===== config.mk =====
export PLATFORM = sky130hd
export DESIGN_NAME = mem_bus_arbiter
export DESIGN_NICKNAME = d
export VERILOG_FILES = /design/src/rtl/mem_bus_arbiter_pkg.sv /design/src/rtl/mem_bus_arbiter_addr_map.sv /design/src/rtl/mem_bus_arbiter.sv
export SDC_FILE = /design/constraint.sdc
export NUM_CORES = 1
export LEC_CHECK = 0
export ABC_CLOCK_PERIOD_IN_PS = 5400
export BUFFER_PORTS_ARGS = -buffer_cell sky130_fd_sc_hd__buf_2
export CAP_MARGIN = 20
export CORE_AREA = 2 2 108 110
export DETAILED_ROUTE_END_ITERATION = 8
export DIE_AREA = 0 0 110 112
export PLACE_DENSITY = 0.79
export SYNTH_ARGS = -nofsm -noshare
export SYNTH_HDL_FRONTEND = slang
export SYNTH_HIERARCHICAL = 1
export SYNTH_SLANG_ARGS = --single-unit

===== constraint.sdc =====
create_clock -name clk -period 5.4 [get_ports clk]
set_input_delay 0.54 -clock clk [delete_from_list [all_inputs] [get_ports clk]]
set_output_delay 0.54 -clock clk [all_outputs]
set_load 0.005 [all_outputs]

===== src/rtl/mem_bus_arbiter_pkg.sv =====
// Shared encodings for the CPU memory-bus arbiter: segment tags, access
// sizes, FSM/owner encodings and the registered bus command.
package mem_bus_arbiter_pkg;

  localparam logic [2:0] KSEG0_TAG = 3'b100;
  localparam logic [2:0] KSEG1_TAG = 3'b101;

  localparam logic [1:0] SZ_BYTE = 2'd0;
  localparam logic [1:0] SZ_HALF = 2'd1;
  localparam logic [1:0] SZ_WORD = 2'd2;

  typedef enum logic [1:0] {
    ST_IDLE = 2'd0,
    ST_ADDR = 2'd1,
    ST_WAIT = 2'd2
  } arb_state_t;

  typedef enum logic [1:0] {
    OWN_NONE = 2'd0,
    OWN_INST = 2'd1,
    OWN_DATA = 2'd2
  } owner_t;

  typedef struct packed {
    logic        wr;
    logic [1:0]  size;
    logic [3:0]  wstrb;
    logic [31:0] addr;
    logic [31:0] wdata;
    logic        uncached;
  } mem_cmd_t;

endpackage


===== src/rtl/mem_bus_arbiter_addr_map.sv =====
// Combinational kseg0/kseg1 virtual-to-physical translation; kseg1 is
// additionally flagged as uncached.
module mem_addr_map
  import mem_bus_arbiter_pkg::*;
(
  input  logic [31:0] va,
  output logic [31:0] pa,
  output logic        uncached
);

  always_comb begin
    pa       = va;
    uncached = 1'b0;
    case (va[31:29])
      KSEG0_TAG: pa = {3'b000, va[28:0]};
      KSEG1_TAG: begin
        pa       = {3'b000, va[28:0]};
        uncached = 1'b1;
      end
      default: pa = va;
    endcase
  end

endmodule


===== src/rtl/mem_bus_arbiter.sv =====
// Arbitrates the single memory bus between fetch and load/store ports,
// one outstanding transaction at a time, with starvation protection for fetch.
module mem_bus_arbiter
  import mem_bus_arbiter_pkg::*;
#(
  parameter int STARVE_LIMIT = 4,
  parameter int CNT_W        = 3
) (
  input  logic        clk,
  input  logic        rst,
  input  logic        inst_req,
  input  logic [31:0] inst_addr,
  output logic        inst_addr_ok,
  output logic        inst_data_ok,
  output logic [31:0] inst_rdata,
  input  logic        data_req,
  input  logic        data_wr,
  input  logic [1:0]  data_size,
  input  logic [3:0]  data_wstrb,
  input  logic [31:0] data_addr,
  input  logic [31:0] data_wdata,
  output logic        data_addr_ok,
  output logic        data_data_ok,
  output logic [31:0] data_rdata,
  output logic        mem_req,
  output logic        mem_wr,
  output logic [1:0]  mem_size,
  output logic [3:0]  mem_wstrb,
  output logic [31:0] mem_addr,
  output logic [31:0] mem_wdata,
  output logic        mem_uncached,
  input  logic        mem_addr_ok,
  input  logic        mem_data_ok,
  input  logic [31:0] mem_rdata
);

  localparam logic [CNT_W-1:0] LIMIT = CNT_W'(STARVE_LIMIT);

  arb_state_t       state, state_nxt;
  owner_t           owner, owner_nxt;
  mem_cmd_t         cmd, cmd_nxt;
  logic             req_q, req_nxt;
  logic [CNT_W-1:0] cnt, cnt_nxt;

  logic        grant_inst;
  logic [31:0] sel_va;
  logic [31:0] sel_pa;
  logic        sel_unc;

  function automatic logic [CNT_W-1:0] sat_inc(input logic [CNT_W-1:0] c);
    return (c == LIMIT) ? c : c + 1'b1;
  endfunction

  // Data wins by default; fetch wins alone or once data has starved it long enough
  assign grant_inst = inst_req && (!data_req || (cnt == LIMIT));
  assign sel_va     = grant_inst ? inst_addr : data_addr;

  mem_addr_map u_addr_map (
    .va       (sel_va),
    .pa       (sel_pa),
    .uncached (sel_unc)
  );

  always_ff @(posedge clk) begin
    if (rst) begin
      state <= ST_IDLE;
      owner <= OWN_NONE;
      req_q <= 1'b0;
      cnt   <= '0;
      cmd   <= '0;
    end else begin
      state <= state_nxt;
      owner <= owner_nxt;
      req_q <= req_nxt;
      cnt   <= cnt_nxt;
      cmd   <= cmd_nxt;
    end
  end

  always_comb begin
    state_nxt    = state;
    owner_nxt    = owner;
    req_nxt      = req_q;
    cnt_nxt      = cnt;
    cmd_nxt      = cmd;
    inst_addr_ok = 1'b0;
    inst_data_ok = 1'b0;
    inst_rdata   = '0;
    data_addr_ok = 1'b0;
    data_data_ok = 1'b0;
    data_rdata   = '0;
    case (state)
      ST_IDLE: begin
        if (inst_req || data_req) begin
          state_nxt = ST_ADDR;
          req_nxt   = 1'b1;
          if (grant_inst) begin
            owner_nxt = OWN_INST;
            cnt_nxt   = '0;
            cmd_nxt   = '{wr: 1'b0, size: SZ_WORD, wstrb: 4'h0, addr: sel_pa,
                          wdata: 32'h0, uncached: sel_unc};
          end else begin
            owner_nxt = OWN_DATA;
            cnt_nxt   = inst_req ? sat_inc(cnt) : '0;
            cmd_nxt   = '{wr: data_wr, size: data_size, wstrb: data_wstrb,
                          addr: sel_pa, wdata: data_wdata, uncached: sel_unc};
          end
        end
      end
      ST_ADDR: begin
        if (mem_addr_ok) begin
          state_nxt    = ST_WAIT;
          req_nxt      = 1'b0;
          inst_addr_ok = !rst && (owner == OWN_INST);
          data_addr_ok = !rst && (owner == OWN_DATA);
        end
      end
      ST_WAIT: begin
        if (mem_data_ok) begin
          state_nxt    = ST_IDLE;
          owner_nxt    = OWN_NONE;
          inst_data_ok = !rst && (owner == OWN_INST);
          data_data_ok = !rst && (owner == OWN_DATA);
          inst_rdata   = inst_data_ok ? mem_rdata : 32'h0;
          data_rdata   = data_data_ok ? mem_rdata : 32'h0;
        end
      end
      default: state_nxt = ST_IDLE;
    endcase
  end

  assign mem_req      = req_q;
  assign mem_wr       = cmd.wr;
  assign mem_size     = cmd.size;
  assign mem_wstrb    = cmd.wstrb;
  assign mem_addr     = cmd.addr;
  assign mem_wdata    = cmd.wdata;
  assign mem_uncached = cmd.uncached;

endmodule


==> metrics.cfg <==
[setup_path]
crit_path_end_kind = flop
required_ns = 5.58
criticalPathCategory = reg2reg
crit_buf_inv = 2
max_stage_delay_ns = 0.65
cp_slowest_cell = a21bo_1
crit_fanout = 20
critPathLaunchType = flop
path_cells = inv_1, ha_1, nand2_2, a21bo_1, buf_4, mux2_2, and3_1, nand3_1, a21oi_1
r2r_slack_ns = 2.76
arrival_ns = 2.81
critical-path-top-delay-family = compound AO/OA/AOI/OAI gates

[placement]
gp_congestion = 0.754
port_buffers = 281
dp_hpwl_um = 9360
place_ws_ns = 2.74

[sta]
finalMaxSlewViolations = 0
min_period_ns = 2.64
period_share_pct = 48.8
worst_pin_slew_ns = 0.895
setup_viol = 0
fin_skew_ns = 0.00902
rsz0062_at_grt = no
fin_setup_tns_ns = 0
fmax_ghz = 0.379
finalHoldViolCount = 0
worst_slack_ns = 2.76
relSlewSlack_pct = 40.3

[die]
core_area_um2 = 11200
die_area_um2 = 12300
start_util_pct = 40.8
die_h_um = 112
dieWidth_um = 110
fp-row-count = 39
ios = 282

[clocking]
numCtsBuffers = 9
post_cts_resized = 0
holdBufCountCts = 0
clock_sinks = 80
clkTransAtPathRegs_ns = 0.06
clock_latency_ns = 0.33
htree_levels = 3
cts_root_buf = clkbuf_16
cts_tree = built
post_cts_buffers = 0
clockBufferDepth = 2

[synthesis]
ys_ff_latch = 80
synth_area_leaders = dfxtp_1 35%, and2_1 9.1%, o32ai_1 7.7%
yosysTopAreaCell = dfxtp_1
synth_top_area_share_pct = 35.1
synth_area_um2 = 4560
syn_inst = 530
synth_seq_area_share_pct = 35.1
synth_cell_types = 37
synth_warnings = 6
avgSynthCellArea_um2 = 8.60
synth_nets = 673

[power_and_ir_drop]
clockPowerShare_pct = 40.1
p_sw_share_pct = 26.5
power.density_nw_per_um2 = 266
vdd_drop_max_v = 0.000184
p_leak_nw = 2.95
power.switching_w = 0.000427
p_int_w = 0.00118
pwr-share-comb_pct = 18.9
seq_power_share_pct = 41.0

[detailed_routing]
detail-route-antenna-nets = 0
wl_per_cell_um = 15.0
drt_iter0_markers = 538
dr.pass1.iters = 4
vias_per_cell = 5.11
routed_wl_um = 13400
vias = 4559
drcViolationCount = 0

[grt]
globalRouteTotalUtil_pct = 20.9
grt_pass1_wl_um = 20600
grt_max_degree = 101
antenna_found_initial = 0
grt-ovfl-total = 0
grt_pass1_vias = 4054

[status]
outcome = completed

[finish]
nets = 888
n_antenna_cell = 0
area_delta_synth_final_pct = 32.7
final_layout_size_suffix_gt1_share_pct = 46.3

[min_path]
hold_path.class = in2reg

[job]
drv_cap = 0

## area by class of cell
type	instances	area (um^2)
Clock buffer	11	233
Clock inverter	5	81.3
Fill cell	1060	5120
Inverter	41	154
Multi-Input combinational cell	322	2310
Sequential cell	80	1600
Tap cell	143	179
Timing Repair Buffer	291	1500
## synth_stat cells
cell type and count:
a32o_1 1, nor4_1 2, or2_2 2, buf_1 2
nand2_2 1, nor2b_1 1, mux2_4 6, nand4_1 2
and2_1 66, a21boi_1 2, ha_1 2, or2_1 1
inv_1 41, dfxtp_1 80, nand3b_4 1, nand4b_1 38
a211o_1 1, mux2_2 26, a21oi_1 37, nor3_2 2
nor2_1 7, and3_1 2, clkbuf_1 30, nand2b_1 4
o32ai_1 40, a21bo_1 1, buf_4 30, nand3_1 33
nor2_2 1, o21ai_0 36, buf_6 8, nand2_1 3
nor3_1 1, o31ai_1 1, a2111oi_0 1, a211oi_1 1
buf_2 17
## sequential cells by signal, summed over array words and instances, names as in the netlist
signal        count
mem_addr         32
mem_wdata        32
mem_wstrb         4
cnt               3
mem_size          2
owner             2
state             2
mem_req           1
mem_uncached      1
mem_wr            1
## metrics by stage
| step | power [W] | hold slack (ns) | std cells | area (um^2) | utilization, % |
|---|---|---|---|---|---|
| finish | 0.00161 | 0.437 | 893 | 6050 | 54.1 |
| global route | 0.00169 | 0.421 | 893 | 6050 | 54.1 |
| CTS | 0.00163 | 0.418 | 892 | 6030 | 54.0 |
| detailed placement | 0.000978 | 0.463 | 876 | 5720 | 51.2 |
| global placement | 0.000975 | 0.458 | 876 | 5720 | 51.2 |
| floorplan | 0.000874 | 0.461 | 530 | 4560 | - |
## metal layers
metal  vias to the layer above  share of wire, %  global-route usage [%]
li1                       2272                 -                       -
met1                      2095                45                    28.7
met2                       184                46                    32.5
met3                         8               8.5                    6.09
met4                         0              0.61                    4.47
met5                         -                 0                       0
## placed cells by master, fill, tap and decap left out, types with 2 or more instances in the layout
cell type / synthesis / final
bufinv_16: 0 / 2
nand3_1: 33 / 33
ha_1: 2 / 2
inv_1: 41 / 41
nor4_1: 2 / 2
a21oi_1: 37 / 37
mux2_2: 26 / 26
nor2_1: 7 / 5
buf_4: 30 / 10
nand4b_1: 38 / 38
nor3_2: 2 / 2
and2_1: 66 / 66
or2_2: 2 / 2
nand4_1: 2 / 2
and3_1: 2 / 2
dfxtp_1: 80 / 80
nand2b_1: 4 / 4
mux2_4: 6 / 6
o32ai_1: 40 / 40
nand2_1: 3 / 3
buf_2: 17 / 280
clkbuf_16: 0 / 9
o21ai_0: 36 / 36
nor2_2: 1 / 2
clkbuf_1: 30 / 2
## logic make-up (layout without fill, tap and decap cells)
kind of cell | after synthesis | count (layout) | synth area share (%)
AND/OR/NAND/NOR | 167 | 167 | 24.0
adder cells (fa/ha/maj) | 2 | 2 | 0.549
buffers and inverters | 128 | 348 | 14.8
flip-flops | 80 | 80 | 35.1
multiplexers | 32 | 32 | 8.40
AO/OA/AOI/OAI | 121 | 121 | 17.2
## power groups by stage
stage,registers [W],clock network [W],logic [W]
final,0.000662,0.000646,0.000304
after global routing,0.000668,0.000687,0.000339
after CTS,0.000662,0.000664,0.000304
after detailed placement,0.000675,0,0.000303
after global placement,0.000673,0,0.000302
after floorplan,0.000676,0,0.000198
## worst paths after layout
check	startpoint	end	cells after the start
max	cnt[0]$_SDFFE_PP0P_	mem_uncached$_SDFFE_PP0P_	9
min reg2reg	mem_addr[14]$_SDFFE_PP0P_	mem_addr[14]$_SDFFE_PP0P_	2
min	mem_addr_ok	state[0]$_SDFFE_PP0P_	2
max reg2reg	cnt[0]$_SDFFE_PP0P_	mem_uncached$_SDFFE_PP0P_	9
No activity file was read; power rests on OpenSTA's default activity.
